### src/rtl/cpu_pkg.sv
// cpu_pkg: shared definitions for the pipelined core.
//   XLEN / INSTR_W : datapath and instruction widths
//   PC_INC         : sequential PC step (one 32-bit word)
//   NOP_INSTR      : canonical no-op (addi x0, x0, 0)
//   fetch_state_e  : instruction fetch FSM states
//   align_pc()     : force a PC onto a word boundary
package cpu_pkg;

  localparam int XLEN    = 32;
  localparam int INSTR_W = 32;

  localparam logic [XLEN-1:0]    PC_INC    = 32'd4;
  localparam logic [INSTR_W-1:0] NOP_INSTR = 32'h0000_0013;

  typedef enum logic [1:0] {
    ST_BOOT  = 2'd0,
    ST_RUN   = 2'd1,
    ST_FLUSH = 2'd2
  } fetch_state_e;

  function automatic logic [XLEN-1:0] align_pc(input logic [XLEN-1:0] pc);
    align_pc = {pc[XLEN-1:2], 2'b00};
  endfunction

endpackage

### src/rtl/fetch_fifo.sv
// fetch_fifo: small synchronous FIFO, DEPTH entries of WIDTH bits.
//   clk, rst     : clock, asynchronous active-high reset
//   push_i       : write push_data_i at the tail (ignored when full)
//   pop_i        : drop the head entry (ignored when empty)
//   flush_i      : discard all entries; wins over push/pop in the same cycle
//   head_o       : oldest entry, valid while !empty_o
//   count_o      : number of stored entries
//   full_o       : count_o == DEPTH
//   empty_o      : count_o == 0
module fetch_fifo #(
  parameter int DEPTH = 2,
  parameter int WIDTH = 64,
  localparam int CNT_W = $clog2(DEPTH + 1),
  localparam int PTR_W = (DEPTH > 1) ? $clog2(DEPTH) : 1
) (
  input  logic             clk,
  input  logic             rst,
  input  logic             push_i,
  input  logic [WIDTH-1:0] push_data_i,
  input  logic             pop_i,
  input  logic             flush_i,
  output logic [WIDTH-1:0] head_o,
  output logic [CNT_W-1:0] count_o,
  output logic             full_o,
  output logic             empty_o
);

  logic [WIDTH-1:0] mem_q [DEPTH];
  logic [PTR_W-1:0] wr_ptr_q;
  logic [PTR_W-1:0] rd_ptr_q;
  logic [CNT_W-1:0] count_q;
  logic             do_push;
  logic             do_pop;

  // Pointers wrap explicitly so DEPTH need not be a power of two.
  function automatic logic [PTR_W-1:0] ptr_inc(input logic [PTR_W-1:0] p);
    if (p == PTR_W'(DEPTH - 1)) ptr_inc = '0;
    else                        ptr_inc = p + 1'b1;
  endfunction

  assign full_o  = (count_q == CNT_W'(DEPTH));
  assign empty_o = (count_q == '0);
  assign count_o = count_q;
  assign head_o  = mem_q[rd_ptr_q];

  assign do_push = push_i && !full_o && !flush_i;
  assign do_pop  = pop_i && !empty_o && !flush_i;

  always_ff @(posedge clk or posedge rst) begin
    if (rst) begin
      wr_ptr_q <= '0;
      rd_ptr_q <= '0;
      count_q  <= '0;
    end else if (flush_i) begin
      wr_ptr_q <= '0;
      rd_ptr_q <= '0;
      count_q  <= '0;
    end else begin
      if (do_push) wr_ptr_q <= ptr_inc(wr_ptr_q);
      if (do_pop)  rd_ptr_q <= ptr_inc(rd_ptr_q);
      count_q <= count_q + CNT_W'(do_push) - CNT_W'(do_pop);
    end
  end

  // Storage needs no reset: entries are only read after being written.
  always_ff @(posedge clk) begin
    if (do_push) mem_q[wr_ptr_q] <= push_data_i;
  end

  // The fetch credit scheme makes a push into a full FIFO impossible.
  a_no_push_when_full: assert property (
    @(posedge clk) disable iff (rst) !(push_i && !flush_i && full_o)
  );

endmodule

### src/rtl/instr_fetch.sv
// instr_fetch: instruction fetch stage feeding the IF/ID register.
// Owns the PC, issues in-order word reads, buffers returned words with
// their PCs and presents one {pc, instr} pair per cycle.  A redirect
// flushes the buffer and discards every response still in flight.
//   clk, rst                   : clock, asynchronous active-high reset
//   imem_req_valid/addr/ready  : read request handshake (transfer when
//                                valid && ready in the same cycle)
//   imem_rsp_valid/data        : in-order read responses
//   redirect_valid/pc          : flush and restart fetch at redirect_pc
//   stall                      : downstream holds the presented pair
//   if_valid/if_pc/if_instr    : pair presented to IF/ID
//   dbg_state/dbg_outstanding  : FSM state and in-flight request count
module instr_fetch
  import cpu_pkg::*;
#(
  parameter logic [31:0] RESET_PC = 32'h0000_0000,
  parameter int          DEPTH    = 2,
  localparam int         CNT_W    = $clog2(DEPTH + 1)
) (
  input  logic               clk,
  input  logic               rst,
  output logic               imem_req_valid,
  output logic [XLEN-1:0]    imem_req_addr,
  input  logic               imem_req_ready,
  input  logic               imem_rsp_valid,
  input  logic [INSTR_W-1:0] imem_rsp_data,
  input  logic               redirect_valid,
  input  logic [XLEN-1:0]    redirect_pc,
  input  logic               stall,
  output logic               if_valid,
  output logic [XLEN-1:0]    if_pc,
  output logic [INSTR_W-1:0] if_instr,
  output fetch_state_e       dbg_state,
  output logic [CNT_W-1:0]   dbg_outstanding
);

  fetch_state_e       state_q, state_d;
  logic [XLEN-1:0]    fetch_pc_q, fetch_pc_d;
  logic [CNT_W-1:0]   outstanding_q, outstanding_d;
  logic [CNT_W-1:0]   kill_q, kill_d;
  logic [CNT_W-1:0]   remaining;
  logic [XLEN-1:0]    last_pc_q;
  logic [INSTR_W-1:0] last_instr_q;

  logic                       buf_push, buf_pop, buf_flush;
  logic [XLEN+INSTR_W-1:0]    buf_head;
  logic [CNT_W-1:0]           buf_count;
  logic                       buf_full, buf_empty;

  logic               pcq_push, pcq_pop, pcq_flush;
  logic [XLEN-1:0]    pcq_head;
  logic [CNT_W-1:0]   pcq_count;
  logic               pcq_full, pcq_empty;

  logic               run;
  logic               pop_now;
  logic               accept;
  logic [CNT_W:0]     credit_used;
  logic               unused_fifo_status;

  fetch_fifo #(.DEPTH(DEPTH), .WIDTH(XLEN + INSTR_W)) u_buf (
    .clk         (clk),
    .rst         (rst),
    .push_i      (buf_push),
    .push_data_i ({pcq_head, imem_rsp_data}),
    .pop_i       (buf_pop),
    .flush_i     (buf_flush),
    .head_o      (buf_head),
    .count_o     (buf_count),
    .full_o      (buf_full),
    .empty_o     (buf_empty)
  );

  // Addresses of accepted requests, matched to responses in order.
  fetch_fifo #(.DEPTH(DEPTH), .WIDTH(XLEN)) u_pcq (
    .clk         (clk),
    .rst         (rst),
    .push_i      (pcq_push),
    .push_data_i (fetch_pc_q),
    .pop_i       (pcq_pop),
    .flush_i     (pcq_flush),
    .head_o      (pcq_head),
    .count_o     (pcq_count),
    .full_o      (pcq_full),
    .empty_o     (pcq_empty)
  );

  assign unused_fifo_status = ^{pcq_count, pcq_full, pcq_empty, buf_full};

  assign run      = (state_q == ST_RUN);
  assign if_valid = run && !buf_empty;
  // A redirect squashes the pop: the pair is gone with the flushed buffer.
  assign pop_now  = if_valid && !stall && !redirect_valid;

  // Requests in flight plus buffered entries never exceed DEPTH.  The slot
  // freed by this cycle's pop counts as free, which sustains one
  // instruction per cycle with DEPTH=2 and single-cycle memory.
  assign credit_used    = {1'b0, outstanding_q} + {1'b0, buf_count}
                        - {{CNT_W{1'b0}}, pop_now};
  assign imem_req_valid = run && !redirect_valid
                        && (credit_used < (CNT_W + 1)'(DEPTH));
  assign imem_req_addr  = fetch_pc_q;
  assign accept         = imem_req_valid && imem_req_ready;

  // When the buffer is empty the last consumed pair stays on the outputs.
  assign if_pc    = buf_empty ? last_pc_q    : buf_head[XLEN+INSTR_W-1:INSTR_W];
  assign if_instr = buf_empty ? last_instr_q : buf_head[INSTR_W-1:0];

  assign dbg_state       = state_q;
  assign dbg_outstanding = outstanding_q;

  // Responses still owed after a redirect; one arriving now is dropped.
  assign remaining = outstanding_q - CNT_W'(imem_rsp_valid);

  always_comb begin
    state_d       = state_q;
    fetch_pc_d    = fetch_pc_q;
    outstanding_d = outstanding_q;
    kill_d        = kill_q;
    buf_push      = 1'b0;
    buf_pop       = 1'b0;
    buf_flush     = 1'b0;
    pcq_push      = 1'b0;
    pcq_pop       = 1'b0;
    pcq_flush     = 1'b0;

    unique case (state_q)
      ST_BOOT: begin
        state_d = ST_RUN;
      end
      ST_RUN, ST_FLUSH: begin
        if (redirect_valid) begin
          buf_flush     = 1'b1;
          pcq_flush     = 1'b1;
          fetch_pc_d    = align_pc(redirect_pc);
          outstanding_d = remaining;
          kill_d        = remaining;
          state_d       = (remaining != '0) ? ST_FLUSH : ST_RUN;
        end else if (state_q == ST_RUN) begin
          outstanding_d = outstanding_q + CNT_W'(accept) - CNT_W'(imem_rsp_valid);
          pcq_push      = accept;
          pcq_pop       = imem_rsp_valid;
          buf_push      = imem_rsp_valid;
          buf_pop       = pop_now;
          if (accept) fetch_pc_d = fetch_pc_q + PC_INC;
        end else begin
          outstanding_d = remaining;
          kill_d        = kill_q - CNT_W'(imem_rsp_valid);
          if (kill_d == '0) state_d = ST_RUN;
        end
      end
      default: begin
        state_d = ST_BOOT;
      end
    endcase
  end

  always_ff @(posedge clk or posedge rst) begin
    if (rst) begin
      state_q       <= ST_BOOT;
      fetch_pc_q    <= RESET_PC;
      outstanding_q <= '0;
      kill_q        <= '0;
      last_pc_q     <= '0;
      last_instr_q  <= '0;
    end else begin
      state_q       <= state_d;
      fetch_pc_q    <= fetch_pc_d;
      outstanding_q <= outstanding_d;
      kill_q        <= kill_d;
      if (buf_pop) begin
        last_pc_q    <= buf_head[XLEN+INSTR_W-1:INSTR_W];
        last_instr_q <= buf_head[INSTR_W-1:0];
      end
    end
  end

  a_outstanding_bound: assert property (
    @(posedge clk) disable iff (rst) outstanding_q <= CNT_W'(DEPTH)
  );

endmodule

### config.mk
export PLATFORM = sky130hd
export DESIGN_NAME = instr_fetch
export DESIGN_NICKNAME = d
export VERILOG_FILES = /design/src/rtl/cpu_pkg.sv /design/src/rtl/fetch_fifo.sv /design/src/rtl/instr_fetch.sv
export SDC_FILE = /design/constraint.sdc
export NUM_CORES = 1
export LEC_CHECK = 0
export BUFFER_PORTS_ARGS = -buffer_cell sky130_fd_sc_hd__clkbuf_2
export CORE_AREA = 10 10 183 185
export CTS_BUF_LIST = sky130_fd_sc_hd__clkbuf_8
export DETAILED_ROUTE_END_ITERATION = 12
export DIE_AREA = 0 0 193 195
export HOLD_SLACK_MARGIN = 0.05
export SLEW_MARGIN = 40
export SYNTH_ARGS = -nofsm -noshare
export SYNTH_HDL_FRONTEND = slang
export SYNTH_SLANG_ARGS = --single-unit
### constraint.sdc
create_clock -name clk -period 4.2 [get_ports clk]
set_input_delay 0.42 -clock clk [delete_from_list [all_inputs] [get_ports clk]]
set_output_delay 0.42 -clock clk [all_outputs]
set_load 0.01 [all_outputs]
## Yosys cells after proc, flatten, opt, wreduce, memory -nomap -nowiden

Memories as Yosys holds them, arrays and structs flattened.
Index checks and enable logic that the tools add are counted.

| storage, ports and cells | value |
|---|---|
| register bits after elaboration | 110 |
| bits in writable memories | 192 |
| output and inout bits | 102 |
| logic and storage cells | 116 |
| memories | 2 |

Memories:

| memory | words | width | read ports | clocked after Yosys merged registers in | wr ports | RTL line | source |
|---|---|---|---|---|---|---|---|
| u_buf.mem_q | 2 | 64 | 1 | 0 | 1 | fetch_fifo.sv:28 | `logic [WIDTH-1:0] mem_q [DEPTH];` |
| u_pcq.mem_q | 2 | 32 | 1 | 0 | 1 | fetch_fifo.sv:28 |  |

| operators by class | value |
|---|---|
| add/sub/neg operators | 15 |
| $lt $le $gt $ge | 1 |
| equality and inequality tests | 7 |
| multiplexer cells | 43 |
| reductions and logical operators | 36 |

Operators with widths:

| kind | count |
|---|---|
| 32-bit 2-to-1 mux | 5 |
| 32-bit by 3-bit adder with 32-bit output, second input constant | 1 |
| 1-bit 2-to-1 mux | 27 |
| 2-bit 2-to-1 mux | 10 |
| 1-bit logical AND | 14 |
| 2-bit nonzero test | 7 |
| 2-bit by 1-bit subtractor with 2-bit output | 5 |
| 2-bit logical NOT | 4 |
| 1-bit logical NOT | 7 |
| 2-bit by 1-bit adder with 2-bit output | 3 |
| 2-bit equality test, second input constant | 3 |
| 3-bit inequality test, second input constant | 2 |
| 1-bit adder, second input constant | 4 |
| 2-bit case mux with 2 select lines | 1 |
| 2-bit AND reduction | 2 |
| 2-bit by 2-bit adder with 3-bit output | 1 |
| 3-bit by 2-bit less-than comparator with 1-bit output, second input constant | 1 |
| 3-bit AND reduction | 1 |
| 3-bit by 1-bit subtractor with 3-bit output | 1 |
| 2-bit by 1-bit equality test with 1-bit output, second input constant | 1 |
| 2-bit inequality test, second input constant | 1 |
| 2-bit OR reduction | 1 |

## Depth between registers and ports, before layout

Gate-level depths: netlist (run 1).

| logic depth | value |
|---|---|
| depth after elaboration | 17 |
| gate-level depth with buffers | 17 |

## Hierarchy

A second synthesis (run 1) with hierarchy kept.

| unflattened totals | value |
|---|---|
| cells, all modules | 875 |
| area, all modules | 13,460.4 um^2 |

Modules (own cells, without submodules):

| module | times used | cells each | area an instance (um^2) |
|---|---|---|---|
| instr_fetch | 1 | 522 | 5,774.3 |
| fetch_fifo at u_buf | 1 | 226 | 5,087.4 |
| fetch_fifo at u_pcq | 1 | 127 | 2,598.7 |

## Least setup slack after synthesis (run 1)

OpenSTA, ideal clock, no wires.

| timing path | value |
|---|---|
| path type | flip-flop to flip-flop |
| start point | reg state_q[1], in the netlist dbg_state[1] |
| end point | mem u_buf.mem_q[0][0], enable pin |
| setup time | 0.491 ns |
| arrival time | 4.075 ns |
| data required time | 3.709 ns |
| slack | -0.365 ns |
| cell stages (with the launch flop) | 7 |
| buffers on the path | 0 |
| path through | dfrtp_1 inv_1 ha_1 nor2b_1 nand3_1 a21oi_1 nor2b_1 |

| on the way | value |
|---|---|
| cells in the longest elaborated chain, start to end | 8 |
| elaborated cells on any way between the ends | 12 |
| those cells by class | eq/ne: 2; mux: 6; reduce/logical: 4 |

RTL lines:

| element | RTL line | source |
|---|---|---|
| from (decl) | instr_fetch.sv:37 | `fetch_state_e state_q, state_d;` |
| from (signal assigned) | instr_fetch.sv:167 | `state_q <= state_d;` |
| 2-bit by 1-bit equality test with 1-bit output | instr_fetch.sv:127, instr_fetch.sv:139 |  |
| 1-bit 2-to-1 mux | instr_fetch.sv:139 | `end else if (state_q == ST_RUN) begin` |
| 1-bit 2-to-1 mux | instr_fetch.sv:132 | `if (redirect_valid) begin` |
| 1-bit 2-to-1 mux | instr_fetch.sv:127 | `unique case (state_q)` |
| 1-bit logical AND | fetch_fifo.sv:46 | `assign do_push = push_i && !full_o && !flush_i;` |
| 1-bit logical AND (*) | fetch_fifo.sv:46 |  |
| 1-bit 2-to-1 mux (*) | fetch_fifo.sv:67 | `if (do_push) mem_q[wr_ptr_q] <= push_data_i;` |
| 1-bit 2-to-1 mux (not written as such) (*) | fetch_fifo.sv:67 |  |
| to (decl) | fetch_fifo.sv:28 |  |

Mark *: on every way between the ends. The rest lies on a longest branch, timed or not.

## Worst setup path after layout (run 1)

| timing path | value |
|---|---|
| start point | reg state_q[1], in the netlist dbg_state[1] |
| end point | mem u_pcq.mem_q[0][16] (netlist name), enable pin |

| on the way | value |
|---|---|
| cells in the longest elaborated chain, start to end | 15 |
| elaborated cells on any way between the ends | 20 |
| those cells by class | add/sub: 1; order compare: 1; eq/ne: 2; mux: 6; reduce/logical: 10 |

RTL lines:

| element | RTL line | source |
|---|---|---|
| 2-bit by 1-bit equality test with 1-bit output | instr_fetch.sv:90, instr_fetch.sv:127, instr_fetch.sv:139 |  |
| 1-bit logical AND | instr_fetch.sv:91 | `assign if_valid = run && !buf_empty;` |
| 1-bit logical AND (2 in series) | instr_fetch.sv:93 | `assign pop_now = if_valid && !stall && !redirect_valid;` |
| 3-bit by 1-bit subtractor with 3-bit output | instr_fetch.sv:99 | `- {{CNT_W{1'b0}}, pop_now};` |
| 3-bit by 2-bit less-than comparator with 1-bit output | instr_fetch.sv:101 | `&& (credit_used < (CNT_W + 1)'(DEPTH));` |
| 1-bit logical AND | instr_fetch.sv:101 |  |
| 1-bit logical AND | instr_fetch.sv:103 | `assign accept = imem_req_valid && imem_req_ready;` |
| 1-bit 2-to-1 mux | instr_fetch.sv:139 |  |
| 1-bit 2-to-1 mux | instr_fetch.sv:132 |  |
| 1-bit 2-to-1 mux | instr_fetch.sv:127 |  |
| 1-bit logical AND | fetch_fifo.sv:46 |  |
| 1-bit logical AND (*) | fetch_fifo.sv:46 |  |
| 1-bit 2-to-1 mux (*) | fetch_fifo.sv:67 |  |
| 1-bit 2-to-1 mux (not written as such) (*) | fetch_fifo.sv:67 |  |
| to (decl) | fetch_fifo.sv:28 |  |

Marked as above.

==> run_results.csv, run 1 <==
group,metric,value,unit
sta,timing.fmax,278,MHz
synth,syn_avg_cell_area,12.5,um^2
synth,ys_seq_elements,290,
grt,grt_pass1_vias,8157,
worst_setup_path,reg2reg_depth,13,
clock_network,cts_root_buf,"clkbuf_8",
floorplan,fp-row-count,64,
final_layout,n_fill_cell,2678,
final_layout,syn_to_final_growth,21.7,%
grt,grt_pass1_wl,45700,um
sta,clock_skew,14.6,ps
detailed_routing,vias,8197,
power,power_switching,0.00411,W
synth,yosysWarnings,0,
synth,synth_ff_type,"edfxtp_1",
power,switching_share,0.380,
detailed_routing,drtPass1Iterations,5,
sta,finalHoldViolCount,0,
final_layout,final_layout_size_suffix_gt1_frac,0.235,
grt,grt_max_degree,97,
detailed_routing,ant_nets,0,
sta,finalCritPeriodShare,0.856,
grt,grt-ovfl-total,0,
run_status,status,"finished clean",
sta,fin_crit,3590,ps
clock_network,cts_sinks,290,
floorplan,core-area,30000,um^2
worst_setup_path,timing.rr.start,"dbg_state[1]$_DFFE_PP0P_",
clock_network,cts_setup_buffers,0,
synth,seq_area_frac_synth,0.662,
synth,synth_area,12300,um^2
worst_setup_path,startpoint_type,"register",
place,dp_hpwl,18800,um
clock_network,insertion_delay,560,ps
detailed_routing,drt-total-wl,29000,um
sta,setup_violations,0,
power,p_comb_frac,0.364,
clock_network,htree_levels,2,
synth,ys_types,59,
worst_setup_path,r2r_slack,610,ps
sta,layout_setup_ws,607,ps
clock_network,numCtsBuffers,49,
place,gp_congestion,0.806,
grt,antenna_found_initial,0,
synth,synth_top_area_cell,"edfxtp_1",
final_layout,fin_nets,1282,
power,pwr-share-seq,0.401,
worst_setup_path,cp_max_fo,30,
worst_hold_path,worstHoldStart,"redirect_pc[5]",
synth,synth_edf_count,184,
synth,synth_top_area_share,0.448,
floorplan,dieArea,37600,um^2
final_layout,antenna_cells,0,
worst_setup_path,cp.required,4450,ps
worst_setup_path,critPathArrivalTime,3840,ps
worst_hold_path,whs_path_depth,3,
power,clkPwrFrac,0.234,
sta,slew_headroom,0.547,
power,powerDensity,720,nW/um^2
power,p_int,0.00670,W
floorplan,start_util,0.411,
detailed_routing,post_drt_wl_per_cell,17.8,um
worst_hold_path,hold_class,"input pin to register",
worst_setup_path,cp-end-kind,"register",
detailed_routing,via_per_inst,5.02,
worst_setup_path,r2r_end,"u_pcq.mem_q[0][16]$_DFFE_PP_",
place,port_buffers,165,
clock_network,cts-resized-gates,0,
floorplan,die_width,193,um
sta,tns,0,ps
power,ir_drop,0.000437,V
grt,grt_usage,0.151,
worst_setup_path,crit_path_start,"dbg_state[1]$_DFFE_PP0P_",
synth,postSynthCellCount,985,
synth,ys_async_sr_fraction,0.366,
place,post-place-ws,654,ps
floorplan,die_h,195,um
clock_network,cts_hold_buf,33,
synth,synth_area_leaders,"edfxtp_1, dfrtp_1, a21oi_1",
clock_network,cts_tree,"done",
sta,finalMaxSlewViolations,0,
detailed_routing,drtIter0Drc,524,
clock_network,cts.clk_slew.worst_paths,60,ps
synth,yosysMostFrequentCell,"edfxtp_1",
synth,synthTopCellsByCount,"edfxtp_1, a21oi_1, nor2_1",
worst_setup_path,path_class,"register to register",
power,p_leak,5.89,nW
floorplan,pin_count,172,
detailed_routing,drc,0,
clock_network,clk_path_buf_depth,3,
worst_hold_path,min_delay_worst_endpoint,"imem_req_addr[5]$_DFFE_PP0P_",
final_layout,postLayoutCoreUtil,0.500,
sta,rsz0062_at_grt,"false",
sta,tightest_slew,679,ps
power,p_total,0.0108,W
run,drv_cap,0,
registers in the layout (all words and copies together) (netlist names), 30 cells and up:
register / flops
imem_req_addr: 30
last_pc_q: 30
last_instr_q: 32
u_pcq.mem_q: 60
u_buf.mem_q: 124
power groups by stage:
stage	clock network (W)	registers [W]	logic, W
after CTS	0.00260	0.00437	0.00396
after global placement	0	0.00440	0.00387
final	0.00253	0.00434	0.00394
after floorplan	0	0.00425	0.00247
after global routing	0.00274	0.00444	0.00445
after detailed placement	0	0.00443	0.00392
worst max path at each step:
stage	to	slack, ps	depth (start not counted)
after floorplan	u_pcq.mem_q[0][10]$_DFFE_PP_	380	11
after global routing	imem_req_valid	340	10
after detailed placement	u_pcq.mem_q[0][5]$_DFFE_PP_	650	13
after CTS	imem_req_valid	620	10
after global placement	u_pcq.mem_q[0][5]$_DFFE_PP_	730	13
final	u_pcq.mem_q[0][16]$_DFFE_PP_	610	13
per-layer routing:
metal,part of all wire,up-vias,global-route usage
li1,-,3990,-
met1,0.46,3903,0.213
met3,0.077,49,0.0390
met5,0,-,0
met2,0.44,255,0.226
met4,0.020,0,0.0416
metrics by stage:
stage	hold slack (ps)	cells	cell area (um^2)
4_1_cts	55.4	1633	15000
3_3_place_gp	463	1508	13700
5_1_grt	61.5	1634	15000
3_5_place_dp	476	1508	13700
6_report	91.4	1634	15000
2_1_floorplan	451	988	12400
kinds of logic (layout without fill, tap and decap cells):
group	after synthesis	count (layout)	synth area share
flip-flops	290	290	0.662
AND/OR/NAND/NOR	262	262	0.101
AO/OA/AOI/OAI	214	214	0.0952
multiplexers	96	96	0.0809
buffers and inverters	80	330	0.0258
XOR/XNOR	27	27	0.0192
adder cells (fa/ha/maj)	15	15	0.0158
other	1	4	0.000304
worst max-delay path, stage by stage (launching register included):
cell and delay [ps]:
dfrtp_1 420, inv_1 100, ha_1 220, nand2b_1 150
nor3b_1 330, ha_1 290, nand2b_1 150, fa_1 540
nand4b_1 110, nor2_1 130, buf_4 180, and3_1 210
nor2b_2 220, buf_12 230
area by class of cell:
cell class / instances / area [um^2] / area share
Clock inverter: 35 / 226 / 0.0151
Sequential cell: 290 / 8180 / 0.545
Multi-Input combinational cell: 618 / 3870 / 0.258
Clock buffer: 57 / 785 / 0.0522
Timing Repair Buffer: 216 / 1370 / 0.0914
Tap cell: 396 / 495 / 0.0330
Inverter: 22 / 87.6 / 0.00583
cell usage in the layout (no fill, tap or decap), drive strengths merged, types with 2 or more instances in the layout:
master and n:
inv 45, xor2 9, nor2b 16, edfxtp 184
clkbuf 222, buf 18, and3 8, conb 4
a21o 5, a31oi 2, mux2i 66, o21bai 2
o211ai 3, nand3 16, dfrtp 106, nand2 44
o21ai 44, nor3b 2, ha 14, a21oi 135
dlygate4sd3 33, a22oi 4, mux2 30, and4 2
and2 9, xnor2 18, o22ai 5, clkinv 8
a221o 2, nand4 14, nand2b 3, nor3 5
nor4 6, bufinv 3, nor2 131
Note: power is estimated with default switching activity, not from simulation.
==> run 2, diff against run 1 <==
- BUFFER_PORTS_ARGS: -buffer_cell sky130_fd_sc_hd__clkbuf_2 -> not set
- CORE_AREA: 10 10 183 185 -> 10 10 191 193
- DIE_AREA: 0 0 193 195 -> 0 0 201 203
- DONT_BUFFER_PORTS: not set -> 1
- REMOVE_ABC_BUFFERS: not set -> 1
- SYNTH_HIERARCHICAL: not set -> 1
==> run_results.csv, run 2 <==
group,metric,value,unit
run_status,status,"finished clean",
worst_setup_path,cp_slowest_cell,"fa_1",
final_layout,fin_nets,1056,
final_layout,n_fill_cell,2906,
clock_network,clk_path_buf_depth,3,
sta,tightest_slew,732,ps
sta,rsz0062_at_grt,"false",
clock_network,numCtsBuffers,52,
worst_setup_path,cp_cell_sequence,"inv_1, ha_1, nand2_1, nor3_1, ha_1, nand2b_1, fa_1, nand4b_1, nor2_2, nand2_1, inv_1, nand2b_4, or2_1, ha_1, inv_1, ha_1, xor2_1, and2_2, nor3_1",
power,p_leak,6.19,nW
worst_setup_path,crit_top_cell,"ha_1",
worst_setup_path,timing.rr.start,"dbg_state[1]$_DFFE_PP0P_",
clock_network,cts_tree,"done",
power,power_switching,0.00326,W
clock_network,cts_root_buf,"clkbuf_8",
sta,tns,0,ps
power,switching_share,0.349,
final_layout,final_layout_size_suffix_gt1_frac,0.339,
detailed_routing,ant_nets,0,
worst_setup_path,path_class,"register to register",
synth,yosysWarnings,6,
power,p_comb_frac,0.275,
floorplan,core-area,32500,um^2
clock_network,insertion_delay,600,ps
floorplan,start_util,0.415,
floorplan,dieArea,40800,um^2
final_layout,largest_reg_flops,128,
worst_setup_path,cp_top_family,"adder cells",
floorplan,pin_count,172,
synth,postSynthCellCount,874,
worst_setup_path,cp_max_fo,4,
synth,synth_area,13500,um^2
clock_network,cts.clk_slew.worst_paths,60,ps
floorplan,fp-row-count,66,
worst_setup_path,cp-end-kind,"register",
detailed_routing,drc,0,
sta,finalMaxSlewViolations,0,
final_layout,final_common_cell,"edfxtp_1",
final_layout,regMostFlops,"u_buf/mem_q",
power,powerDensity,603,nW/um^2
power,clkPwrFrac,0.260,
synth,syn_avg_cell_area,15.4,um^2
place,placed_cell_area,13900,um^2
power,p_int,0.00610,W
worst_setup_path,startpoint_type,"register",
sta,setup_violations,0,
worst_setup_path,crit_buf_inv,3,
detailed_routing,via_per_inst,5.20,
detailed_routing,post_drt_wl_per_cell,22.0,um
detailed_routing,vias,7583,
worst_setup_path,cpPeakStageDelay,530,ps
final_layout,syn_to_final_growth,15.4,%
grt,grt_pass1_wl,49200,um
place,dp_hpwl,20100,um
sta,finalCritPeriodShare,0.913,
clock_network,cts-resized-gates,0,
place,port_buffers,0,
floorplan,die_width,201,um
grt,grt_pass1_vias,7833,
detailed_routing,drt-total-wl,32000,um
worst_hold_path,worstHoldStart,"redirect_pc[15]",
sta,finalHoldViolCount,0,
worst_setup_path,cp.required,4710,ps
sta,clock_skew,13.3,ps
detailed_routing,drtPass1Iterations,4,
worst_hold_path,hold_class,"input pin to register",
clock_network,htree_levels,2,
final_layout,design_area,15500,um^2
detailed_routing,drtIter0Drc,386,
worst_setup_path,crit_path_start,"dbg_state[1]$_DFFE_PP0P_",
grt,grt_max_degree,66,
sta,slew_headroom,0.512,
grt,grt_usage,0.156,
final_layout,final_cell_mix,"edfxtp_1, mux2_2, dfrtp_1",
sta,timing.fmax,261,MHz
run,drv_cap,0,
clock_network,cts_sinks,300,
power,pwr-share-seq,0.465,
worst_setup_path,critPathArrivalTime,4340,ps
sta,fin_crit,3840,ps
grt,grt-ovfl-total,0,
floorplan,die_h,203,um
final_layout,largest_registers,"u_buf/mem_q (128), u_pcq/mem_q (64)",
power,ir_drop,0.000423,V
place,gp_congestion,0.805,
grt,antenna_found_initial,2,
run 2: final cells by class:
type | count | area, um^2 | area share
flip-flops and latches | 300 | 8480 | 0.546
multi-input cells | 503 | 4630 | 0.298
repair buffers | 84 | 796 | 0.0512
clock buffers | 55 | 757 | 0.0487
well taps | 442 | 553 | 0.0356
clock inverters | 42 | 198 | 0.0127
inverters | 30 | 118 | 0.00757
diodes | 1 | 2.50 | 0.000161
run 2: power groups by stage:
stage / combinational [W] / clock (W) / sequential (W)
after floorplan: 0.00193 / 0 / 0.00419
after global placement: 0.00249 / 0 / 0.00439
after detailed placement: 0.00253 / 0 / 0.00442
after CTS: 0.00262 / 0.00255 / 0.00436
after global routing: 0.00280 / 0.00270 / 0.00444
final: 0.00258 / 0.00243 / 0.00435
run 2: metal layers:
metal	track usage	wire length [um]	part of all wire
met5	0	7	0.00022
met4	0.0387	481	0.015
met3	0.0595	2650	0.083
met2	0.245	14900	0.46
met1	0.200	14000	0.44
run 2: what timing repair did:
item | in CTS | in global routing
endpoints found under the hold margin | 166 | 0
buffers inserted | 0 | 0
hold buffers | 63 | 0
run 2: worst paths after layout:
check	endpoint	slack (ps)	cells after the start
min reg2reg	last_pc_q[11]$_DFFE_PP0P_	500	1
min	imem_req_addr[15]$_DFFE_PP0P_	120	3
min in group asynchronous	u_pcq/wr_ptr_q$_DFFE_PP0P_	310	2
max	u_pcq/count_o[1]$_DFF_PP0_	360	19
max in group asynchronous	last_instr_q[17]$_DFFE_PP0P_	2850	3
max reg2reg	u_pcq/count_o[1]$_DFF_PP0_	360	19
run 2: worst min-delay path: cells and delay by family:
family             cells  cell delay (ps)
and+or+nand+nor        1              100
AOI/OAI and AO/OA      2              170
run 2: through the flow:
step                      power [W]  setup WS (ps)  instances  hold WS [ps]  utilization
after floorplan             0.00612          -3820        833           186            -
after global routing        0.00995            109       1457          69.2        0.478
after global placement      0.00688            465       1296           207        0.429
final                       0.00936            365       1457           125        0.478
after detailed placement    0.00695            394       1296           215        0.430
after CTS                   0.00953            365       1456          58.5        0.479
==> run 3, diff against run 2 <==
- CORE_AREA: 10 10 191 193 -> 10 10 183 185
- DIE_AREA: 0 0 201 203 -> 0 0 193 195
- SYNTH_HIERARCHICAL: 1 -> not set
==> run_results.csv, run 3 (synthesis results as in run 1) <==
group,metric,value,unit
floorplan,core-area,30000,um^2
place,dp_hpwl,19200,um
run,drv_cap,0,
floorplan,start_util,0.411,
sta,finalMaxSlewViolations,0,
power,ir_drop,0.000365,V
clock_network,clk_path_buf_depth,3,
floorplan,die_width,193,um
final_layout,final_cell_mix,"edfxtp_1, a21oi_1, nor2_1",
clock_network,cts_tree,"done",
clock_network,cts.clk_slew.worst_paths,60,ps
worst_setup_path,cp-end-kind,"register",
worst_setup_path,cp_max_fo,10,
clock_network,insertion_delay,570,ps
detailed_routing,drtIter0Drc,531,
detailed_routing,drtPass1Iterations,5,
place,port_buffers,0,
sta,fin_crit,3830,ps
worst_setup_path,cp_slowest_cell,"dlygate4sd3_1",
worst_setup_path,r2r_end,"imem_req_addr[20]$_DFFE_PP0P_",
worst_setup_path,cp.required,4640,ps
detailed_routing,ant_nets,0,
power,p_total,0.0101,W
sta,layout_setup_ws,371,ps
grt,antenna_found_initial,3,
final_layout,final_layout_size_suffix_gt1_frac,0.115,
sta,setup_violations,0,
sta,timing.hold.ws,87.2,ps
floorplan,fp-row-count,64,
final_layout,final_common_cell,"edfxtp_1",
sta,rsz0062_at_grt,"false",
worst_setup_path,path_class,"register to register",
detailed_routing,via_per_inst,5.27,
clock_network,htree_levels,2,
floorplan,dieArea,37600,um^2
worst_hold_path,min_delay_worst_endpoint,"imem_req_addr[11]$_DFFE_PP0P_",
grt,grt_max_degree,97,
worst_setup_path,startpoint_type,"register",
grt,grt-ovfl-total,0,
clock_network,cts_sinks,290,
sta,finalCritPeriodShare,0.912,
worst_setup_path,timing.rr.start,"dbg_state[1]$_DFFE_PP0P_",
worst_setup_path,reg2reg_depth,13,
detailed_routing,vias,7867,
worst_setup_path,r2r_slack,370,ps
grt,grt_pass1_vias,7609,
clock_network,cts_setup_buffers,0,
sta,tightest_slew,794,ps
worst_setup_path,cp_cell_sequence,"inv_1, ha_1, nand2b_1, nor3b_2, ha_1, nand2b_1, fa_1, nand4_1, nand2b_4, nor4_2, xnor2_1, o21ai_1, dlygate4sd3_1",
power,powerDensity,701,nW/um^2
detailed_routing,drc,0,
grt,grt_usage,0.154,
worst_setup_path,critPathArrivalTime,4270,ps
detailed_routing,post_drt_wl_per_cell,19.9,um
place,post-place-ws,377,ps
detailed_routing,drt-total-wl,29700,um
clock_network,numCtsBuffers,49,
power,p_leak,5.27,nW
run_status,status,"finished clean",
worst_hold_path,hold_class,"input pin to register",
final_layout,largest_registers,"u_buf.mem_q (124), u_pcq.mem_q (60), last_instr_q (32)",
sta,timing.fmax,261,MHz
floorplan,pin_count,172,
sta,slew_headroom,0.469,
worst_hold_path,worstHoldStart,"redirect_pc[11]",
worst_hold_path,whs_path_depth,2,
clock_network,cts_root_buf,"clkbuf_8",
final_layout,regMostFlops,"u_buf.mem_q",
sta,clock_skew,23.3,ps
grt,grt_pass1_wl,45600,um
floorplan,die_h,195,um
final_layout,syn_to_final_growth,16.9,%
sta,finalHoldViolCount,0,
final_layout,fin_nets,1140,
place,gp_congestion,0.791,
final_layout,largest_reg_flops,124,
worst_setup_path,cpPeakStageDelay,580,ps
## run 3: changes by cell type in the layout (fill, tap and decap cells not counted), sizes merged, moves of 8 or more
cell,before,now
a21oi,43,135
nand2,23,44
xnor2,5,18
edfxtp,192,184
mux2i,3,66
nor2b,8,16
inv,55,39
mux2,227,30
nor2,32,131
o21ai,23,44
## run 3: worst max path at each step
stage	startpoint	to	cells after the start
after floorplan	u_buf.count_o[1]$_DFF_PP0_	u_pcq.mem_q[0][10]$_DFFE_PP_	9
after detailed placement	dbg_state[1]$_DFFE_PP0P_	u_pcq.mem_q[0][5]$_DFFE_PP_	13
final	dbg_state[1]$_DFFE_PP0P_	imem_req_addr[20]$_DFFE_PP0P_	13
after global routing	dbg_state[0]$_DFFE_PP0P_	imem_req_addr[20]$_DFFE_PP0P_	12
after global placement	dbg_state[1]$_DFFE_PP0P_	u_pcq.mem_q[0][4]$_DFFE_PP_	13
after CTS	dbg_state[1]$_DFFE_PP0P_	imem_req_addr[20]$_DFFE_PP0P_	13
## run 3: layer usage
metal	up-vias	share of wire	track usage
li1	3722	-	-
met1	3853	0.42	0.199
met2	241	0.48	0.245
met3	49	0.078	0.0486
met4	2	0.018	0.0419
met5	-	0.00024	0
## run 3: timing repair
action / CTS / global route
resized for setup: 0 / 3
setup endpoints to repair: 0 / 1
hold buffers: 57 / 0
endpoints found under the hold margin: 144 / 0
## run 3: cell type report
| class | count | area, um^2 |
|---|---|---|
| Timing Repair Buffer | 74 | 797 |
| Fill cell | 2689 | 15600 |
| Antenna cell | 2 | 5.00 |
| Inverter | 22 | 87.6 |
| Clock inverter | 37 | 230 |
| Tap cell | 396 | 495 |
| Sequential cell | 290 | 8180 |
| Clock buffer | 54 | 743 |
| Multi-Input combinational cell | 618 | 3890 |
## run 3: power breakdown
group / switching, W / internal [W]
Combinational: 0.00208 / 0.00110
Clock: 0.00112 / 0.00136
Sequential: 0.000727 / 0.00374
Total: 0.00392 / 0.00620
## run 3: per-stage QoR
step,setup TNS [ps],cell area (um^2),cells,utilization
after floorplan,-181110,12100,930,-
after global placement,0,12800,1341,0.427
after detailed placement,0,12900,1343,0.429
after CTS,0,14400,1491,0.480
after global routing,0,14400,1492,0.481
final,0,14400,1493,0.481
## run 3: worst max-delay path, delay by kind of cell, from the launching register on
kind	cells	cell delay, ps
AOI/OAI and AO/OA	1	70
xor gates and xnor gates	1	150
adders and majority gates	3	1040
buffers and inverters	2	680
DFF	1	450
and+or+nand+nor	6	1330
